--- src/rtl/univ_shift_reg_n_if.sv ---
// Bus bundle for the universal shift register: per-cycle mode controls,
// serial fills, parallel data, the burst request and all register outputs.
//
// Burst handshake: start/dir/amt are sampled only while busy is low.
// Once a nonzero count is accepted, busy stays high until the last
// shift edge. done pulses for exactly one cycle after that edge, or one
// cycle after a zero-count start. A new start may be presented while
// done is high.
interface univ_shift_reg_n_if #(
  parameter int WIDTH = 8,
  parameter int AMT_W = 4
);
  logic [2:0]       mode;
  logic             left_in;
  logic             right_in;
  logic [WIDTH-1:0] p_in;
  logic             start;
  logic             dir;
  logic [AMT_W-1:0] amt;
  logic [WIDTH-1:0] p_out;
  logic             left_out;
  logic             right_out;
  logic             busy;
  logic             done;

  // Driving side (controller or testbench).
  modport master (
    output mode, left_in, right_in, p_in, start, dir, amt,
    input  p_out, left_out, right_out, busy, done
  );

  // Register side.
  modport slave (
    input  mode, left_in, right_in, p_in, start, dir, amt,
    output p_out, left_out, right_out, busy, done
  );
endinterface

--- src/rtl/univ_shift_reg_n.sv ---
// WIDTH-bit universal shift register. Supports hold, logical shifts, load,
// rotates, arithmetic right shift and synchronous clear. It also has a
// counted burst-shift engine that reports progress with busy and done.
// All outputs come straight from flops, so no input reaches an output
// combinationally.
module univ_shift_reg_n #(
  parameter int WIDTH = 8,
  parameter int AMT_W = 4
) (
  input  logic                  clk,
  input  logic                  clr_n,
  univ_shift_reg_n_if.slave     bus,
  output logic                  state_dbg
);

  typedef enum logic [0:0] {
    S_IDLE  = 1'b0,
    S_BURST = 1'b1
  } state_t;

  localparam logic [2:0] M_HOLD  = 3'b000;
  localparam logic [2:0] M_SHR   = 3'b001;
  localparam logic [2:0] M_SHL   = 3'b010;
  localparam logic [2:0] M_LOAD  = 3'b011;
  localparam logic [2:0] M_ROR   = 3'b100;
  localparam logic [2:0] M_ROL   = 3'b101;
  localparam logic [2:0] M_ASR   = 3'b110;
  localparam logic [2:0] M_CLR   = 3'b111;

  localparam logic [AMT_W-1:0] CNT_ONE = AMT_W'(1);

  state_t           state_q, state_n;
  logic [WIDTH-1:0] sreg_q, sreg_n;
  logic             lo_q, lo_n;
  logic             ro_q, ro_n;
  logic             busy_q, busy_n;
  logic             done_q, done_n;
  logic             dir_q, dir_n;
  logic [AMT_W-1:0] cnt_q, cnt_n;

  // State register. Reset aborts any burst without producing done.
  always_ff @(posedge clk or negedge clr_n) begin
    if (!clr_n) begin
      state_q <= S_IDLE;
      sreg_q  <= '0;
      lo_q    <= 1'b0;
      ro_q    <= 1'b0;
      busy_q  <= 1'b0;
      done_q  <= 1'b0;
      dir_q   <= 1'b0;
      cnt_q   <= '0;
    end else begin
      state_q <= state_n;
      sreg_q  <= sreg_n;
      lo_q    <= lo_n;
      ro_q    <= ro_n;
      busy_q  <= busy_n;
      done_q  <= done_n;
      dir_q   <= dir_n;
      cnt_q   <= cnt_n;
    end
  end

  // Next-state logic. In IDLE, start takes priority over mode. In BURST,
  // every edge performs one logical shift until the count runs out.
  always_comb begin
    state_n = state_q;
    sreg_n  = sreg_q;
    lo_n    = lo_q;
    ro_n    = ro_q;
    busy_n  = busy_q;
    done_n  = 1'b0;
    dir_n   = dir_q;
    cnt_n   = cnt_q;

    case (state_q)
      S_IDLE: begin
        if (bus.start) begin
          // Accept the burst and leave the register untouched on this edge.
          dir_n = bus.dir;
          cnt_n = bus.amt;
          if (bus.amt != '0) begin
            state_n = S_BURST;
            busy_n  = 1'b1;
          end else begin
            done_n  = 1'b1;
          end
        end else begin
          case (bus.mode)
            M_HOLD: begin
              sreg_n = sreg_q;
            end
            M_SHR: begin
              ro_n   = sreg_q[0];
              sreg_n = {bus.left_in, sreg_q[WIDTH-1:1]};
            end
            M_SHL: begin
              lo_n   = sreg_q[WIDTH-1];
              sreg_n = {sreg_q[WIDTH-2:0], bus.right_in};
            end
            M_LOAD: begin
              sreg_n = bus.p_in;
            end
            M_ROR: begin
              ro_n   = sreg_q[0];
              sreg_n = {sreg_q[0], sreg_q[WIDTH-1:1]};
            end
            M_ROL: begin
              lo_n   = sreg_q[WIDTH-1];
              sreg_n = {sreg_q[WIDTH-2:0], sreg_q[WIDTH-1]};
            end
            M_ASR: begin
              ro_n   = sreg_q[0];
              sreg_n = {sreg_q[WIDTH-1], sreg_q[WIDTH-1:1]};
            end
            M_CLR: begin
              sreg_n = '0;
              lo_n   = 1'b0;
              ro_n   = 1'b0;
            end
            default: begin
              sreg_n = sreg_q;
            end
          endcase
        end
      end

      S_BURST: begin
        // Fill bits are taken live on each shift edge, not latched at start.
        if (dir_q) begin
          lo_n   = sreg_q[WIDTH-1];
          sreg_n = {sreg_q[WIDTH-2:0], bus.right_in};
        end else begin
          ro_n   = sreg_q[0];
          sreg_n = {bus.left_in, sreg_q[WIDTH-1:1]};
        end
        cnt_n = cnt_q - CNT_ONE;
        if (cnt_q == CNT_ONE) begin
          state_n = S_IDLE;
          busy_n  = 1'b0;
          done_n  = 1'b1;
        end
      end

      default: begin
        state_n = S_IDLE;
        busy_n  = 1'b0;
      end
    endcase
  end

  assign bus.p_out     = sreg_q;
  assign bus.left_out  = lo_q;
  assign bus.right_out = ro_q;
  assign bus.busy      = busy_q;
  assign bus.done      = done_q;
  assign state_dbg     = (state_q == S_BURST);

endmodule

--- src/flat_wrapper.sv ---
// flat-port wrapper written by rule: the top's interface ports become plain ports
module univ_shift_reg_n_flat 
#(
  parameter int WIDTH = 8,
  parameter int AMT_W = 4
)
  (clk, clr_n, state_dbg, bus_mode, bus_left_in, bus_right_in, bus_p_in, bus_start, bus_dir, bus_amt, bus_p_out, bus_left_out, bus_right_out, bus_busy, bus_done);
  univ_shift_reg_n_if #(.WIDTH(WIDTH), .AMT_W(AMT_W)) bus_i ();
  input  logic clk;
  input  logic clr_n;
  output logic state_dbg;
  input wire logic [$bits(bus_i.mode)-1:0] bus_mode;
  input wire logic [$bits(bus_i.left_in)-1:0] bus_left_in;
  input wire logic [$bits(bus_i.right_in)-1:0] bus_right_in;
  input wire logic [$bits(bus_i.p_in)-1:0] bus_p_in;
  input wire logic [$bits(bus_i.start)-1:0] bus_start;
  input wire logic [$bits(bus_i.dir)-1:0] bus_dir;
  input wire logic [$bits(bus_i.amt)-1:0] bus_amt;
  output wire logic [$bits(bus_i.p_out)-1:0] bus_p_out;
  output wire logic [$bits(bus_i.left_out)-1:0] bus_left_out;
  output wire logic [$bits(bus_i.right_out)-1:0] bus_right_out;
  output wire logic [$bits(bus_i.busy)-1:0] bus_busy;
  output wire logic [$bits(bus_i.done)-1:0] bus_done;
  assign bus_i.mode = bus_mode;
  assign bus_i.left_in = bus_left_in;
  assign bus_i.right_in = bus_right_in;
  assign bus_i.p_in = bus_p_in;
  assign bus_i.start = bus_start;
  assign bus_i.dir = bus_dir;
  assign bus_i.amt = bus_amt;
  assign bus_p_out = bus_i.p_out;
  assign bus_left_out = bus_i.left_out;
  assign bus_right_out = bus_i.right_out;
  assign bus_busy = bus_i.busy;
  assign bus_done = bus_i.done;
  univ_shift_reg_n #(.WIDTH(WIDTH), .AMT_W(AMT_W)) u_core (.clk(clk), .clr_n(clr_n), .bus(bus_i), .state_dbg(state_dbg));
endmodule
--- config.mk ---
export PLATFORM = sky130hd
export DESIGN_NAME = univ_shift_reg_n_flat
export DESIGN_NICKNAME = d
export VERILOG_FILES = /design/src/rtl/univ_shift_reg_n_if.sv /design/src/rtl/univ_shift_reg_n.sv /design/src/flat_wrapper.sv
export SDC_FILE = /design/constraint.sdc
export NUM_CORES = 1
export LEC_CHECK = 0
export BUFFER_PORTS_ARGS = -buffer_cell sky130_fd_sc_hd__clkbuf_2
export CORE_MARGIN = 2
export CORE_UTILIZATION = 51
export DETAILED_ROUTE_END_ITERATION = 8
export HOLD_SLACK_MARGIN = 0.1
export PLACE_DENSITY = 0.86
export SYNTH_ARGS = -nofsm -noshare
export SYNTH_HDL_FRONTEND = slang
export SYNTH_SLANG_ARGS = --single-unit
--- constraint.sdc ---
create_clock -name clk -period 1.8 [get_ports clk]
set_clock_uncertainty 0.15 [all_clocks]
set_input_delay 0.18 -clock clk [delete_from_list [all_inputs] [get_ports clk]]
set_output_delay 0.18 -clock clk [all_outputs]
set_load 0.03 [all_outputs]
==> summary.txt <==
Clocking
  – Clk pin slew, worst setup/hold paths: 110 ps
  – TritonCTS clock tree: yes
  – Later-pin clock latency in the skew report: 290 ps
  – Post-CTS sizing: 0
  – CTS root buf: clkbuf_4
  – Clk buf depth: 2
  – CTS sink count: 18
  – CTS HTree Levels: 1
  – Number of CTS-inserted buffers: 3

Critical path
  – CP startpoint kind: input pin
  – Critical path origin: bus_amt[2]
  – Critical path required time: 1850 ps
  – RR Startpoint: u_core.state_dbg
  – Crit. End Element: flop
  – R2R setup slack: 170 ps
  – FF-to-FF path depth: 4
  – WP data arrival: 1700 ps
  – Type of the worst setup path: in2reg
  – CP max FO: 2
  – Worst r2r dst: u_core.bus.p_out[5]
  – CP endpoint: u_core.bus.busy

Synthesis
  – Syn_nets: 159
  – Synth async-reset ratio: 1.00
  – Gate count of the mapped netlist: 136
  – Area contributors post-synth: dfrtp_1 38%, nand2_1 6.0%, a21oi_1 3.8%
  – Post-Syn Area: 1190 µm²
  – Unique masters post-synth: 45
  – Top FF cell, synth: dfrtp_1
  – Register bit total from synthesis: 18
  – YS warnings: 0
  – Sequential area share after synthesis: 0.380
  – Top-area cell type share of the netlist area: 0.380
  – Syn_area_per_cell: 8.72 µm²
  – Number of synthesized flops with an enable pin: 0
  – Largest area contributor in the netlist: dfrtp_1

GRT
  – First-pass GRT wire length: 5380 µm
  – Antenna violations before repair: 0
  – Pin count of the biggest net entering global routing: 19
  – Vias in the first global route: 1189
  – GRT Overall Usage: 0.268
  – Grt ovf: 0

Floorplanning
  – Chip width: 52.2 µm
  – Die Height: 52.2 µm
  – Die area: 2730 µm²
  – Initial Util: 0.536
  – Num ports: 34
  – Rows: 17
  – Core region area: 2210 µm²

Detailed routing
  – Post-Route WL: 3040 µm
  – Remaining antenna violation count after routing: 0
  – Drt drc: 0
  – Post-DR wirelength/cell: 15.0 µm
  – Vias: 1173
  – Initial DRT Pass Iterations: 4
  – Vias per cell: 5.78
  – DRT iter0 DRCs: 28

Pwr
  – Cell Int Power: 1.29 mW
  – Pwr dens: 1650 nW/µm²
  – Sequential share of power: 0.328
  – Power share of the combinational group: 0.566
  – Peak supply drop: 1.07 mV
  – Clock share of power: 0.106
  – Switch Pwr: 1.14 mW
  – Leak: 0.708 nW
  – Sw Ratio: 0.468
  – Overall power: 2.43 mW

Status
  – Status: completed

Cells and area
  – Final core occ: 0.667
  – Commonest non-fill, non-tap cell in the layout: clkbuf_2
  – # fillers: 196
  – Antenna Cells: 0
  – Area growth syn-to-layout: 24.5%
  – Nets: 199
  – Most frequent cells in the layout: 33 x clkbuf_2, 19 x nand2_1, 18 x dfrtp_1
  – Final Cell Area: 1480 µm²
  – Layout cell share with drive strength beyond 1: 0.263

Placement
  – Final GP Congestion: 0.889
  – IO buf count: 33
  – Dpl cell area: 1380 µm²
  – Detailed Place HPWL: 2230 µm

STA
  – Slew Limit Fails: 0
  – Endpoints failing setup: 0
  – Min Tclk post-route: 1650 ps
  – Setup_tns: 0 ps
  – Period Utilization, post-route: 0.915
  – Peak Freq: 0.607 GHz
  – Final Hold Viols: 0
  – Slew margin rel.: 0.686
  – Min Hold Slack: 107 ps
  – Worst slew pin tran: 472 ps
  – RSZ-0062 raised after global routing: no

Worst hold path
  – Hold crit path type: in2reg

Flow run
  – Max-Cap Viols: 0
layer usage:
metal  GRT usage  up-vias  wire length, µm
met5           0        -                0
met4       0.103        0               23
met3      0.0400        2              116
met2       0.468       31             1590
met1       0.333      561             1310
li1            -      579                -
sequential cells by signal (all words and copies together), names as in the netlist:
register,count
u_core.dir_q,1
u_core.bus.p_out,8
u_core.cnt_q,4
u_core.bus.left_out,1
u_core.bus.done,1
u_core.bus.busy,1
u_core.state_dbg,1
u_core.bus.right_out,1
stage by stage:
step / cells / setup WS (ps)
final: 203 / 153
after global routing: 203 / 65.7
after CTS: 203 / 165
after detailed placement: 193 / 194
after global placement: 193 / 207
after floorplan: 136 / 98.8
kinds of logic after synthesis:
group / share of synthesized area
compound gates: 0.314
simple gates: 0.168
flops: 0.380
buf+inv: 0.0591
mux: 0.0432
xor+xnor: 0.0148
fa+ha+maj: 0.0211
layout make-up:
type                    instances  area (µm²)  area share
clock buffers                   4        36.3      0.0246
inverters                       9        33.8      0.0229
multi-input cells             101         666       0.451
flip-flops and latches         18         450       0.305
well taps                      28        35.0      0.0237
repair buffers                 43         255       0.173
critical path, cell delays in order:
cell and delay, ps:
dlygate4sd3_1 540, clkbuf_2 110, or4_1 550, and2_1 180, a21o_1 150
power by group through the flow:
stage | Clock [mW] | Combinational [mW] | Sequential, mW
after floorplan | 0 | 0.734 | 1.03
after global placement | 0 | 1.33 | 0.792
after detailed placement | 0 | 1.36 | 0.802
after CTS | 0.260 | 1.38 | 0.794
after global routing | 0.277 | 1.53 | 0.821
final | 0.259 | 1.38 | 0.798
cell usage after synthesis, drive strengths merged, types with 3 or more instances:
library cell	number
buf	7
and2	3
nor2	3
nand3	3
a31oi	3
mux2i	4
nand2b	3
nor3	3
inv	9
dfrtp	18
nor2b	3
nand2	19
o21ai	9
a22o	5
o22a	5
a21oi	9
how the worst min path moves through the flow:
stage	start	end	slack, ps	cells after the start
final	bus_left_in	u_core.bus.p_out[7]	110	3
after global routing	bus_left_in	u_core.bus.p_out[7]	110	3
after CTS	bus_p_in[3]	u_core.bus.p_out[3]	100	4
after detailed placement	clr_n	u_core.bus.p_out[0]	10	1
after global placement	clr_n	u_core.bus.p_out[7]	0.3	1
after floorplan	clr_n	u_core.bus.busy	-270	0
what timing repair did:
| item | in CTS | in global routing |
|---|---|---|
| setup buffers | 0 | 0 |
| hold endpoints to repair | 24 | 0 |
| hold buffers | 6 | 0 |
(Power assumes the default switching activity.)
